### src/rtl/frame_sequencer.sv
// frame_sequencer: streams one frame from pixel memory through the top pipeline and writes results back in place
module frame_sequencer #(
    parameter int PIXEL_SIZE  = 24,
    parameter int ADDR_W      = 20,
    parameter int DIM_W       = 12,
    parameter int OUT_LATENCY = 2
) (
    input  logic                  clk,
    input  logic                  reset_n,
    input  logic                  start,
    input  logic                  pause,
    input  logic [ADDR_W-1:0]     base_addr,
    input  logic [DIM_W-1:0]      width,
    input  logic [DIM_W-1:0]      height,
    output logic                  busy,
    output logic                  done,
    output logic                  rd_en,
    output logic [ADDR_W-1:0]     rd_addr,
    input  logic [PIXEL_SIZE-1:0] rd_data,
    output logic                  wr_en,
    output logic [ADDR_W-1:0]     wr_addr,
    output logic [PIXEL_SIZE-1:0] wr_data,
    output logic                  pix_en,
    output logic                  pix_hsync,
    output logic                  pix_vsync,
    output logic [PIXEL_SIZE-1:0] pix_data,
    input  logic [PIXEL_SIZE-1:0] pix_out
);
    localparam int LAT = OUT_LATENCY;

    typedef enum logic [2:0] {IDLE, VSYNC, ACTIVE, DRAIN, DONE} state_t;

    state_t                    state_q;
    logic [DIM_W-1:0]          width_q, height_q, col_q, row_q;
    logic [ADDR_W-1:0]         addr_q, pix_addr_q;
    logic                      busy_q, done_q, vsync_q, hsync_q, pix_en_q, pix_vld_q;
    logic [LAT-1:0]            vld_q;
    logic [LAT*ADDR_W-1:0]     wb_addr_q;
    logic [LAT:0]              vld_d;
    logic [(LAT+1)*ADDR_W-1:0] wb_addr_d;
    logic                      last_col, last_row, pend, pix_en_d;

    assign rd_en     = state_q == ACTIVE && !pause;
    assign rd_addr   = addr_q;
    assign last_col  = col_q == width_q - DIM_W'(1);
    assign last_row  = row_q == height_q - DIM_W'(1);
    // Write-back pipe contents after this cycle's shift; the incoming pixel occupies the low slot.
    assign vld_d     = {vld_q, pix_vld_q};
    assign wb_addr_d = {wb_addr_q, pix_addr_q};
    // Whether any write is still owed once this cycle completes.
    assign pend      = pix_en_q ? |vld_d[LAT-1:0] : |vld_d;
    assign pix_en_d  = rd_en || (state_q == DRAIN && !pause && pend);
    assign wr_en     = pix_en_q && vld_q[LAT-1];
    assign wr_addr   = wr_en ? wb_addr_q[LAT*ADDR_W-1 -: ADDR_W] : '0;
    assign wr_data   = wr_en ? pix_out : '0;
    assign pix_en    = pix_en_q;
    assign pix_hsync = hsync_q;
    assign pix_vsync = vsync_q;
    assign pix_data  = pix_vld_q ? rd_data : '0;
    assign busy      = busy_q;
    assign done      = done_q;

    // Frame FSM plus read counters, stream registers and the write-back address pipe.
    always_ff @(posedge clk or negedge reset_n) begin
        if (!reset_n) begin
            state_q    <= IDLE;
            width_q    <= '0;
            height_q   <= '0;
            col_q      <= '0;
            row_q      <= '0;
            addr_q     <= '0;
            pix_addr_q <= '0;
            busy_q     <= 1'b0;
            done_q     <= 1'b0;
            vsync_q    <= 1'b0;
            hsync_q    <= 1'b0;
            pix_en_q   <= 1'b0;
            pix_vld_q  <= 1'b0;
            vld_q      <= '0;
            wb_addr_q  <= '0;
        end else begin
            done_q    <= 1'b0;
            vsync_q   <= 1'b0;
            hsync_q   <= rd_en && col_q == '0;
            pix_en_q  <= pix_en_d;
            pix_vld_q <= rd_en;
            if (rd_en) pix_addr_q <= addr_q;
            if (pix_en_q) begin
                vld_q     <= vld_d[LAT-1:0];
                wb_addr_q <= wb_addr_d[LAT*ADDR_W-1:0];
            end
            case (state_q)
                IDLE: if (start) begin
                    width_q  <= width;
                    height_q <= height;
                    addr_q   <= base_addr;
                    col_q    <= '0;
                    row_q    <= '0;
                    busy_q   <= 1'b1;
                    // An empty frame falls through DRAIN (pipe already empty) so busy shows for a cycle.
                    if (width == '0 || height == '0) state_q <= DRAIN;
                    else begin
                        state_q <= VSYNC;
                        vsync_q <= 1'b1;
                    end
                end
                VSYNC: state_q <= ACTIVE;
                ACTIVE: if (rd_en) begin
                    addr_q <= addr_q + ADDR_W'(1);
                    col_q  <= last_col ? '0 : col_q + DIM_W'(1);
                    if (last_col) row_q <= row_q + DIM_W'(1);
                    if (last_col && last_row) state_q <= DRAIN;
                end
                DRAIN: if (!pend) begin
                    state_q <= DONE;
                    done_q  <= 1'b1;
                    busy_q  <= 1'b0;
                end
                DONE: state_q <= IDLE;
                default: state_q <= IDLE;
            endcase
        end
    end
endmodule

### config.mk
export PLATFORM = sky130hd
export DESIGN_NAME = frame_sequencer
export DESIGN_NICKNAME = d
export VERILOG_FILES = /design/src/rtl/frame_sequencer.sv
export SDC_FILE = /design/constraint.sdc
export NUM_CORES = 1
export LEC_CHECK = 0
export CAP_MARGIN = 20
export CORE_MARGIN = 10
export CORE_UTILIZATION = 50
export CTS_CLUSTER_DIAMETER = 120
export DETAILED_ROUTE_END_ITERATION = 8
export PLACE_DENSITY = 0.83
export SETUP_SLACK_MARGIN = 0.3
export SYNTH_ARGS = -nofsm -noshare
export SYNTH_HDL_FRONTEND = slang
export SYNTH_SLANG_ARGS = --single-unit
### constraint.sdc
create_clock -name clk -period 7.1 [get_ports clk]
set_input_delay 1.42 -clock clk [delete_from_list [all_inputs] [get_ports clk]]
set_output_delay 1.42 -clock clk [all_outputs]
set_load 0.05 [all_outputs]
# ---- Word-level counts from Yosys, hierarchy flattened
# Index checks and enable logic that the tools add are counted.
dict set report word_totals {
  ff_bits 139
  out_inout_bits 95
  word_cells 80
  inputBits 96
}
dict set report classes {
  muxes 28
  reduce_logical 22
  n_addsub 5
  n_eq_ne 10
}
# cell count
set ops {}
lappend ops {{$mux 12} 5}
lappend ops {{$mux 20} 3}
lappend ops {{$mux 24} 2}
lappend ops {{$pmux 12 s2} 2}
lappend ops {{$pmux 20 s2} 1}
lappend ops {{$logic_not 12->1} 3}
lappend ops {{$add 12x1->12 const B} 2}
lappend ops {{$eq 12x12->1} 2}
lappend ops {{$sub 12x1->12 const B} 2}
lappend ops {{$add 20x1->20 const B} 1}
lappend ops {{$mux 3} 4}
lappend ops {{$pmux 3 s4} 1}
lappend ops {{$mux 1} 8}
lappend ops {{$ne 2x2->1 const B} 4}
lappend ops {{$reduce_and 4->1} 2}
lappend ops {{$eq 3x2->1 const B} 2}
lappend ops {{$logic_and 1x1->1} 6}
lappend ops {{$reduce_and 3->1} 2}
lappend ops {{$reduce_bool 2->1} 2}
lappend ops {{$eq 3x1->1 const B} 1}
lappend ops {{$logic_not 3->1} 1}
lappend ops {{$reduce_or 3->1} 1}
lappend ops {{$logic_or 1x1->1} 2}
lappend ops {{$mux 2} 1}
lappend ops {{other kinds (5)} 5}

# ---- Logic depth before layout (Yosys ltp)
# Gate-level depths: netlist of the first run.
dict set report depth {
  word_depth 6
  mapped_depth 10
}

# ---- Worst setup path before layout of the first run
# No wires, ideal clock.
dict set report synth_timing {
  kind {input -> output}
  start {input port pause}
  end {output port rd_en}
  setup_slack_ns 3.295
  path_stages 2
  t_arrival_ns 2.385
  path_buffers 1
  cell_sequence {nor2_1 -> clkbuf_1}
}
dict set report synth_between {
  elab_chain_cells 2
}
# element line
set synth_lines {}
lappend synth_lines {{start: declaration} 11} ;# input logic pause,
lappend synth_lines {{$logic_not 1->1} 43} ;# assign rd_en = state_q == ACTIVE && !pause;
lappend synth_lines {{$logic_and 1x1->1} 43}
lappend synth_lines {{end: declaration} 17} ;# output logic rd_en,
# Every way passes these cells.

# ---- Worst setup path after layout of the first run
# Ends and elaborated chain as after synthesis.

==> impl_metrics.json, run 1 <==
{
  "ys_async_sr_fraction_pct": 100,
  "finalCoreUtilization_pct": 69.2,
  "synth-main-ff-cell": "dfrtp_1",
  "floorplan.initialDensity_pct": 51.0,
  "grtUsageTotal_pct": 20.2,
  "cts.sink_count": 139,
  "post_layout_nonfiller_instances": 1147,
  "peakVddDrop_v": 0.000364,
  "post_cts.resized_instances": 0,
  "min_path_type": "reg2reg",
  "finalClockSkew_ns": 0.00794,
  "drc_errors": 0,
  "cell_internal_pwr_mw": 2.57,
  "mappedNetlistNets": 885,
  "final_layout_size_suffix_gt1_share_pct": 12.4,
  "total_leakage_power_nw": 4.33,
  "critical_path.max_stage_delay_ns": 0.83,
  "global_routing_met1_resource_utilization_pct": 24.8,
  "cts.hold.buffers_added": 0,
  "layout.cell_area.non_filler_um2": 10100,
  "placementRows": 44,
  "number_of_diodes": 0,
  "cts.clk_slew.worst_paths_ns": 0.06,
  "crit_chain": "clkdlybuf4s50_1 > nor2_4 > clkdlybuf4s50_1",
  "cpMaxStageDelayCell": "clkdlybuf4s50_1",
  "ys_ff_latch": 139,
  "routed_wl_um": 20500,
  "groute.layer.met2.usage_pct": 33.1,
  "die_height_um": 142,
  "numCtsBuffers": 17,
  "worst_pin_slew_ns": 0.897,
  "cp_required_ns": 5.68,
  "netlist_area_um2": 7410,
  "cell_pwr_density_nw_per_um2": 455,
  "detail-route-antenna-nets": 0,
  "global_route.usage.met3_pct": 5.77,
  "cell_area_reported_after_detailed_placement_um2": 9400,
  "synth_top_cell_area_share_pct": 46.9,
  "globalplace.congestion": 0.854,
  "relSlewSlack_pct": 40.2,
  "total_switching_power_mw": 2.00,
  "overflow": 0,
  "synth.distinct_cells": 60,
  "rsz0062_at_grt": "no",
  "route.detailed.vias_per_inst": 5.73,
  "worst_path_most_repeated_cell": "clkdlybuf4s50_1",
  "largest_net_degree_at_the_start_of_global_routing": 89,
  "tritoncts": "done",
  "grt_first_pass_wirelength_um": 33500,
  "synth.avg_cell_area_um2": 9.46,
  "io-pin-count": 191,
  "grt_antenna_before_repair": 0,
  "floorplan.die.width_um": 142,
  "floorplan.die_area_um2": 20100,
  "finalMaxSlewViolations": 0,
  "num-nets-final": 1052,
  "worstSetupStartpointType": "input port",
  "drt-initial-drc-count": 458,
  "achievable-frequency_mhz": 229,
  "drt_first_pass_iters": 5,
  "share_comb_of_total_power_pct": 47.2,
  "post-route-period-util_pct": 61.6,
  "layout_min_cycle_time_ns": 4.38,
  "status": "finished clean",
  "power.sequential.fraction_pct": 32.6,
  "cap_viol_max_count": 0,
  "placedCellCount": 1113,
  "power.switching_fraction_pct": 43.8,
  "hpwl_um": 14500,
  "critPathTopFamily": "buffers and inverters",
  "first_global_vias": 6543,
  "netlist_top_cells_count": "dfrtp_1, nand2_1, mux2_2",
  "timing.final.hold_violations": 0,
  "worst_ep_arrival_time_ns": 2.96,
  "timing_worst_setup_path_type": "in2out",
  "timing.setup.tns_ns": 0,
  "finalSetupViolCount": 0,
  "synthesis.instances": 783,
  "wire_per_inst_um": 17.9,
  "fp.coreArea_um2": 14500,
  "path_max_fanout": 5,
  "postCtsSetupBuffers": 0,
  "ctsRootBufferMaster": "clkbuf_16",
  "area_delta_synth_final_pct": 35.8,
  "post_synth_main_area_contributors": "dfrtp_1, mux2_2, nand2_1",
  "htreeDepth": 4,
  "worstPathBufferInverterCount": 2,
  "synth_edf_count": 0,
  "busiest_layer": "met2",
  "ys.warnings.count": 0,
  "setup.worst_path.end_class": "primary output",
  "synth_area_leader_cell": "dfrtp_1",
  "port_buffers": 190,
  "vias": 6574,
  "ys_seq_area_share_pct": 46.9,
  "clock_insertion_delay_worst_skew_ns": 0.42,
  "cts_buffer_depth": 2,
  "yosysMostFrequentCell": "dfrtp_1",
  "power.share.clock_pct": 20.2
}
power groups by stage:
| stage | Clock (mW) | Sequential (mW) | Combinational, mW |
|---|---|---|---|
| after CTS | 0.932 | 1.50 | 2.14 |
| after global placement | 0 | 1.49 | 2.07 |
| after detailed placement | 0 | 1.51 | 2.12 |
| after floorplan | 0 | 1.55 | 1.43 |
| after global routing | 0.967 | 1.55 | 2.36 |
| final | 0.923 | 1.49 | 2.16 |
worst paths after layout:
path | start | end | slack, ns | cells past startpoint
hold / removal | state_q[2]$_DFFE_PN0P_ | state_q[1]$_DFFE_PN0P_ | 0.49 | 1
min in group asynchronous | reset_n | height_q[2]$_DFFE_PN0P_ | 1.06 | 1
setup reg to reg | width_q[0]$_DFFE_PN0P_ | col_q[0]$_DFFE_PN0P_ | 3.80 | 9
setup / recovery | pause | rd_en | 2.72 | 3
max in group asynchronous | reset_n | col_q[6]$_DFFE_PN0P_ | 4.90 | 2
hold reg to reg | state_q[2]$_DFFE_PN0P_ | state_q[1]$_DFFE_PN0P_ | 0.49 | 1
layout make-up:
| class | count | area, um^2 |
|---|---|---|
| Inverter | 14 | 52.6 |
| Timing Repair Buffer | 199 | 1990 |
| Sequential cell | 139 | 3480 |
| Multi-Input combinational cell | 579 | 3680 |
| Fill cell | 1101 | 4470 |
| Clock buffer | 18 | 439 |
| Tap cell | 184 | 230 |
| Clock inverter | 14 | 181 |
cells by family (layout without fill, tap and decap cells):
kind of cell             Yosys count  after routing  share of synthesized area [%]
adder cells (fa/ha/maj)            6              6                           1.01
XOR/XNOR                          32             32                           3.78
flip-flops                       139            139                           46.9
multiplexers                      67             67                           10.1
AND/OR/NAND/NOR                  337            337                           23.3
buffers and inverters             65            245                           3.56
AO/OA/AOI/OAI                    137            137                           11.3
stage by stage:
stage | hold WS (ns) | worst slack [ns] | power [mW]
2_1_floorplan | 0.457 | 3.30 | 2.98
3_3_place_gp | 0.483 | 2.73 | 3.56
3_5_place_dp | 0.481 | 2.72 | 3.63
4_1_cts | 0.489 | 2.71 | 4.58
5_1_grt | 0.512 | 2.67 | 4.88
6_report | 0.494 | 2.72 | 4.58
worst register-to-register path: stages (launching register included):
cell,delay (ns)
dfrtp_1,0.45
inv_1,0.11
ha_1,0.21
or3b_2,0.51
or4_1,0.48
a21oi_1,0.17
nor2_1,0.13
o31ai_4,0.59
nor2_1,0.22
mux2_2,0.32
placed cells by master, fill, tap and decap left out, types with 5 or more instances in the layout:
master           netlist  routed
clkdlybuf4s50_1        0     189
dfrtp_1              139     138
nand2_1              107     107
mux2_2                62      62
and3_1                58      58
a21oi_1               45      45
o21ai_0               42      42
nor2_1                44      41
and2_1                26      26
nand3_1               23      23
xnor2_1               20      20
clkbuf_16              0      17
nor4_1                15      15
inv_1                 14      14
nor3_1                13      13
xor2_1                12      12
o22ai_1               10      10
nand4_1                9       9
nor2b_1                7       7
or3_1                  7       7
buf_4                  1       7
ha_1                   6       6
nand2b_1               5       5
mux2i_1                5       5
registers in the layout, summed over array words and instances (netlist names), 2 cells and up:
register    flops
wb_addr_q      40
state_q         3
vld_q           2
rd_addr        20
col_q          12
height_q       12
row_q          12
pix_addr_q     20
width_q        12
routing by layer:
metal  vias to the layer above  wire length, um
li1                       3119                -
met1                      3161             8720
met2                       249             9930
met3                        45             1330
met4                         0              486
met5                         -                0
Power figures use the tool's default switching activity.
==> inputs of run 2 (changes only) <==
==> constraint.sdc (replaced) <==
create_clock -name clk -period 4.5 [get_ports clk]
set_input_delay 0.9 -clock clk [delete_from_list [all_inputs] [get_ports clk]]
set_output_delay 0.9 -clock clk [all_outputs]
set_load 0.05 [all_outputs]
==> run 2 against run 1 <==
Combinational power grew 60%. Clock power increased by 52%. Largest cell class unchanged. Register-to-register slack got worse by 2.6 ns. Sequential power up 57%. Hold slack better by 0.0035 ns. Core utilization about the same. Final cell count grew 0.17%.
==> impl_metrics.json, run 2 (same netlist as run 1, synthesis figures left out) <==
{
  "status": "finished clean",
  "cell_pwr_density_nw_per_um2": 715,
  "floorplan.initialDensity_pct": 51.0,
  "path_max_fanout": 66,
  "grt_antenna_before_repair": 0,
  "detail-route-antenna-nets": 0,
  "die_height_um": 142,
  "critical_path_depth": 3,
  "cpMaxStageDelayCell": "clkdlybuf4s50_1",
  "tritoncts": "done",
  "cts.sink_count": 139,
  "drt_first_pass_iters": 5,
  "largest_register": "wb_addr_q",
  "timing.setup.tns_ns": 0,
  "worst_pin_slew_ns": 0.939,
  "critPathTopFamily": "buffers and inverters",
  "timing.hold.worst_path_depth": 1,
  "peakVddDrop_v": 0.000433,
  "worstPathBufferInverterCount": 2,
  "finalMaxSlewViolations": 0,
  "hpwl_um": 14600,
  "fp.coreArea_um2": 14500,
  "grtUsageTotal_pct": 20.0,
  "floorplan.die_area_um2": 20100,
  "cell_area_reported_after_detailed_placement_um2": 9440,
  "power.switching_fraction_pct": 44.0,
  "total_leakage_power_nw": 4.33,
  "worstSetupStartpointType": "flop",
  "power.sequential.fraction_pct": 32.5,
  "reg2reg_slack_ns": 1.18,
  "setup.worst_path.end_class": "primary output",
  "postCtsSetupBuffers": 0,
  "htreeDepth": 4,
  "io-pin-count": 191,
  "globalplace.congestion": 0.862,
  "min_path_type": "reg2reg",
  "placedCellCount": 1116,
  "most-common-layout-cells": "clkdlybuf4s50_1, dfrtp_1, nand2_1",
  "wire_per_inst_um": 17.8,
  "post_layout_nonfiller_instances": 1149,
  "finalSetupViolCount": 0,
  "cell_internal_pwr_mw": 4.02,
  "cts.clk_slew.worst_paths_ns": 0.06,
  "routed_wl_um": 20400,
  "rsz0062_at_grt": "no",
  "achievable-frequency_mhz": 296,
  "timing_worst_setup_path_type": "reg2out",
  "largest_net_degree_at_the_start_of_global_routing": 108,
  "route.detailed.vias_per_inst": 5.72,
  "final_layout_size_suffix_gt1_share_pct": 12.4,
  "num-nets-final": 1054,
  "finalClockSkew_ns": 0.00869,
  "number_of_diodes": 0,
  "clock_insertion_delay_worst_skew_ns": 0.42,
  "vias": 6572,
  "worst_ep_arrival_time_ns": 2.47,
  "area_delta_synth_final_pct": 35.7,
  "first_global_vias": 6458,
  "overflow": 0,
  "crit_chain": "buf_12 > and3_1 > clkdlybuf4s50_1",
  "total_switching_power_mw": 3.17,
  "cts.hold.buffers_added": 0,
  "post_cts.resized_instances": 0,
  "worst_r2r_path_depth": 9,
  "share_comb_of_total_power_pct": 48.0,
  "numCtsBuffers": 17,
  "power.share.clock_pct": 19.4,
  "grt_first_pass_wirelength_um": 33000,
  "placementRows": 44,
  "layout.cell_area.non_filler_um2": 10100,
  "ctsRootBufferMaster": "clkbuf_16",
  "layout_min_cycle_time_ns": 3.37,
  "relSlewSlack_pct": 37.4,
  "floorplan.die.width_um": 142,
  "drc_errors": 0,
  "cp_required_ns": 3.60,
  "port_buffers": 190,
  "cts_buffer_depth": 2,
  "critical_path.max_stage_delay_ns": 0.82,
  "timing.final.hold_violations": 0,
  "final_common_cell": "clkdlybuf4s50_1",
  "cap_viol_max_count": 0,
  "drt-initial-drc-count": 486,
  "number_of_flip_flops_under_the_largest_register_name": 40,
  "post-route-period-util_pct": 75.0
}
[run 2: stage by stage]
stage / util (%) / setup WS [ns] / power (mW) / hold slack, ns
floorplan: - / 1.68 / 4.70 / 0.457
finish: 69.2 / 1.13 / 7.19 / 0.498
global placement: 64.9 / 1.19 / 5.65 / 0.482
global route: 69.2 / 0.987 / 7.67 / 0.511
detailed placement: 64.9 / 1.18 / 5.75 / 0.489
CTS: 69.0 / 0.896 / 7.20 / 0.498
[run 2: layer usage]
layer	track usage (%)	routed length [um]
met5	0	0
met3	4.67	1290
met2	33.7	10000
met4	7.32	464
met1	24.3	8660
[run 2: worst paths after layout]
path / from / to
min in group asynchronous: reset_n / height_q[5]$_DFFE_PN0P_
max: pix_en$_DFF_PN0_ / wr_addr[13]
min: pix_addr_q[4]$_DFFE_PN0P_ / wb_addr_q[4]$_DFFE_PN0P_
max in group asynchronous: reset_n / rd_addr[2]$_DFFE_PN0P_
max reg2reg: width_q[0]$_DFFE_PN0P_ / col_q[0]$_DFFE_PN0P_
min reg2reg: pix_addr_q[4]$_DFFE_PN0P_ / wb_addr_q[4]$_DFFE_PN0P_
[run 2: layout make-up]
cell class / count / area, um^2
fill: 1103 / 4480
multi-input combinational: 579 / 3680
sequential: 139 / 3480
timing repair buffer: 201 / 2020
clock buffer: 19 / 443
tap: 184 / 230
clock inverter: 13 / 151
inverter: 14 / 52.6
[run 2: power groups by stage]
stage               logic, mW  clock network, mW  registers, mW
finish                   3.45               1.40           2.34
global route             3.76               1.48           2.43
CTS                      3.42               1.42           2.36
detailed placement       3.38                  0           2.37
global placement         3.30                  0           2.34
floorplan                2.25                  0           2.45
==> inputs of run 3 (changes only) <==
==> constraint.sdc (replaced) <==
create_clock -name clk -period 3.2 [get_ports clk]
set_input_delay 0.64 -clock clk [delete_from_list [all_inputs] [get_ports clk]]
set_output_delay 0.64 -clock clk [all_outputs]
set_load 0.05 [all_outputs]
==> run 3 against run 2 <==
Final cell count grew 1.2%. Largest power group unchanged. Clock power grew 34%. Largest cell class unchanged. Critical endpoint is now row_q[10]$_DFFE_PN0P_. Combinational power grew 46%. Critical path type is now reg2reg.
==> impl_metrics.json, run 3 (same netlist as run 1, synthesis figures left out) <==
{
  "status": "finished clean",
  "drc_errors": 0,
  "cell_area_reported_after_detailed_placement_um2": 9550,
  "fp.coreArea_um2": 14500,
  "hpwl_um": 15000,
  "whs_ns": 0.246,
  "cts.hold.buffers_added": 0,
  "vias": 6576,
  "floorplan.initialDensity_pct": 51.0,
  "floorplan.die_area_um2": 20100,
  "power.total_mw": 10.2,
  "timing.rr.start": "width_q[0]$_DFFE_PN0P_",
  "post-route-period-util_pct": 88.1,
  "globalplace.congestion": 0.876,
  "worst_ep_arrival_time_ns": 3.12,
  "final_common_cell": "clkdlybuf4s50_1",
  "min_path_type": "in2async",
  "achievable-frequency_mhz": 355,
  "groute.layer.met2.usage_pct": 32.9,
  "tritoncts": "done",
  "number_of_diodes": 0,
  "worst_pin_slew_ns": 0.744,
  "placedCellCount": 1125,
  "placementRows": 44,
  "wire_per_inst_um": 17.8,
  "htreeDepth": 4,
  "cts.clk_slew.worst_paths_ns": 0.06,
  "layout.cell_area.non_filler_um2": 10200,
  "grtUsageTotal_pct": 19.8,
  "setup_slack_ns": 0.380,
  "area_delta_synth_final_pct": 37.5,
  "dp_slack_ns": 0.141,
  "routed_wl_um": 20700,
  "numCtsBuffers": 17,
  "global_route.usage.met3_pct": 4.61,
  "largest_register": "wb_addr_q",
  "timing_worst_setup_path_type": "reg2reg",
  "die_height_um": 142,
  "finalSetupViolCount": 0,
  "port_buffers": 190,
  "grt_antenna_before_repair": 0,
  "io-pin-count": 191,
  "cp_required_ns": 3.50,
  "peakVddDrop_v": 0.000624,
  "rsz0062_at_grt": "yes",
  "ctsRootBufferMaster": "clkbuf_16",
  "cts_buffer_depth": 2,
  "num-nets-final": 1068,
  "timing.final.hold_violations": 0,
  "worstSetupStartpointType": "flop",
  "relSlewSlack_pct": 50.4,
  "number_of_flip_flops_under_the_largest_register_name": 40,
  "timing.setup.tns_ns": 0,
  "drt-initial-drc-count": 421,
  "final_layout_size_suffix_gt1_share_pct": 15.7,
  "detail-route-antenna-nets": 0,
  "cp-startpoint": "width_q[0]$_DFFE_PN0P_",
  "finalClockSkew_ns": 0.00728,
  "post_layout_nonfiller_instances": 1163,
  "drt_first_pass_iters": 5,
  "cap_viol_max_count": 0,
  "floorplan.die.width_um": 142,
  "total_leakage_power_nw": 4.57,
  "clock_insertion_delay_worst_skew_ns": 0.43,
  "largest_net_degree_at_the_start_of_global_routing": 82,
  "path_max_fanout": 7,
  "grt_first_pass_wirelength_um": 32600,
  "finalMaxSlewViolations": 0,
  "route.detailed.vias_per_inst": 5.65,
  "first_global_vias": 6316,
  "setup.worst_path.end_class": "flop",
  "overflow": 0,
  "busiest_layer": "met2",
  "cts.sink_count": 139,
  "cell_pwr_density_nw_per_um2": 1010,
  "global_routing_met1_resource_utilization_pct": 25.0,
  "most-common-layout-cells": "clkdlybuf4s50_1, dfrtp_1, nand2_1",
  "finalCoreUtilization_pct": 70.1,
  "layout_min_cycle_time_ns": 2.82
}
## run 3: final cells by class
cell class / instances / area (um^2)
fill: 1095 / 4350
sequential: 139 / 3480
multi-input combinational: 579 / 3740
timing repair buffer: 215 / 2110
tap: 184 / 230
clock inverter: 15 / 143
clock buffer: 17 / 425
inverter: 14 / 52.6
## run 3: path summary, 6_finish.rpt
kind                                            end  slack [ns]  cells after the start
max in group asynchronous    rd_addr[9]$_DFFE_PN0P_        2.21                      2
min reg2reg                  state_q[1]$_DFFE_PN0P_        0.50                      1
min in group clk             state_q[1]$_DFFE_PN0P_        0.50                      1
max                           row_q[10]$_DFFE_PN0P_        0.38                     10
min                        height_q[10]$_DFFE_PN0P_        0.25                      1
max reg2reg                   row_q[10]$_DFFE_PN0P_        0.38                     10
## run 3: worst max-delay path, stage by stage (launching register included)
cell and delay [ns]:
dfrtp_2 0.45, inv_2 0.08, ha_2 0.19, or3b_4 0.40, or4_4 0.49, a21oi_2 0.17, nor2_2 0.08, o31a_1 0.36
buf_4 0.19, o21ai_0 0.21, a21oi_2 0.08
## run 3: report_power, final
| part | internal (mW) | switching (mW) | total [mW] | leakage [nW] |
|---|---|---|---|---|
| clock | 1.08 | 0.800 | 1.88 | 0.274 |
| sequential | 2.51 | 0.806 | 3.31 | 1.68 |
| combinational | 2.11 | 2.95 | 5.05 | 2.61 |
## run 3: routing by layer
| metal | vias up | share of wire, % |
|---|---|---|
| met5 | - | 0 |
| met4 | 0 | 1.3 |
| met3 | 27 | 6.6 |
| met2 | 245 | 49 |
| met1 | 3151 | 43 |
| li1 | 3153 | - |
## run 3: what timing repair did
item / in CTS / in global routing
setup endpoints to repair: 72 / 25
gates resized for setup: 34 / 22
buffers inserted: 1 / 4
pin swaps: 2 / 4
gates cloned: 0 / 1
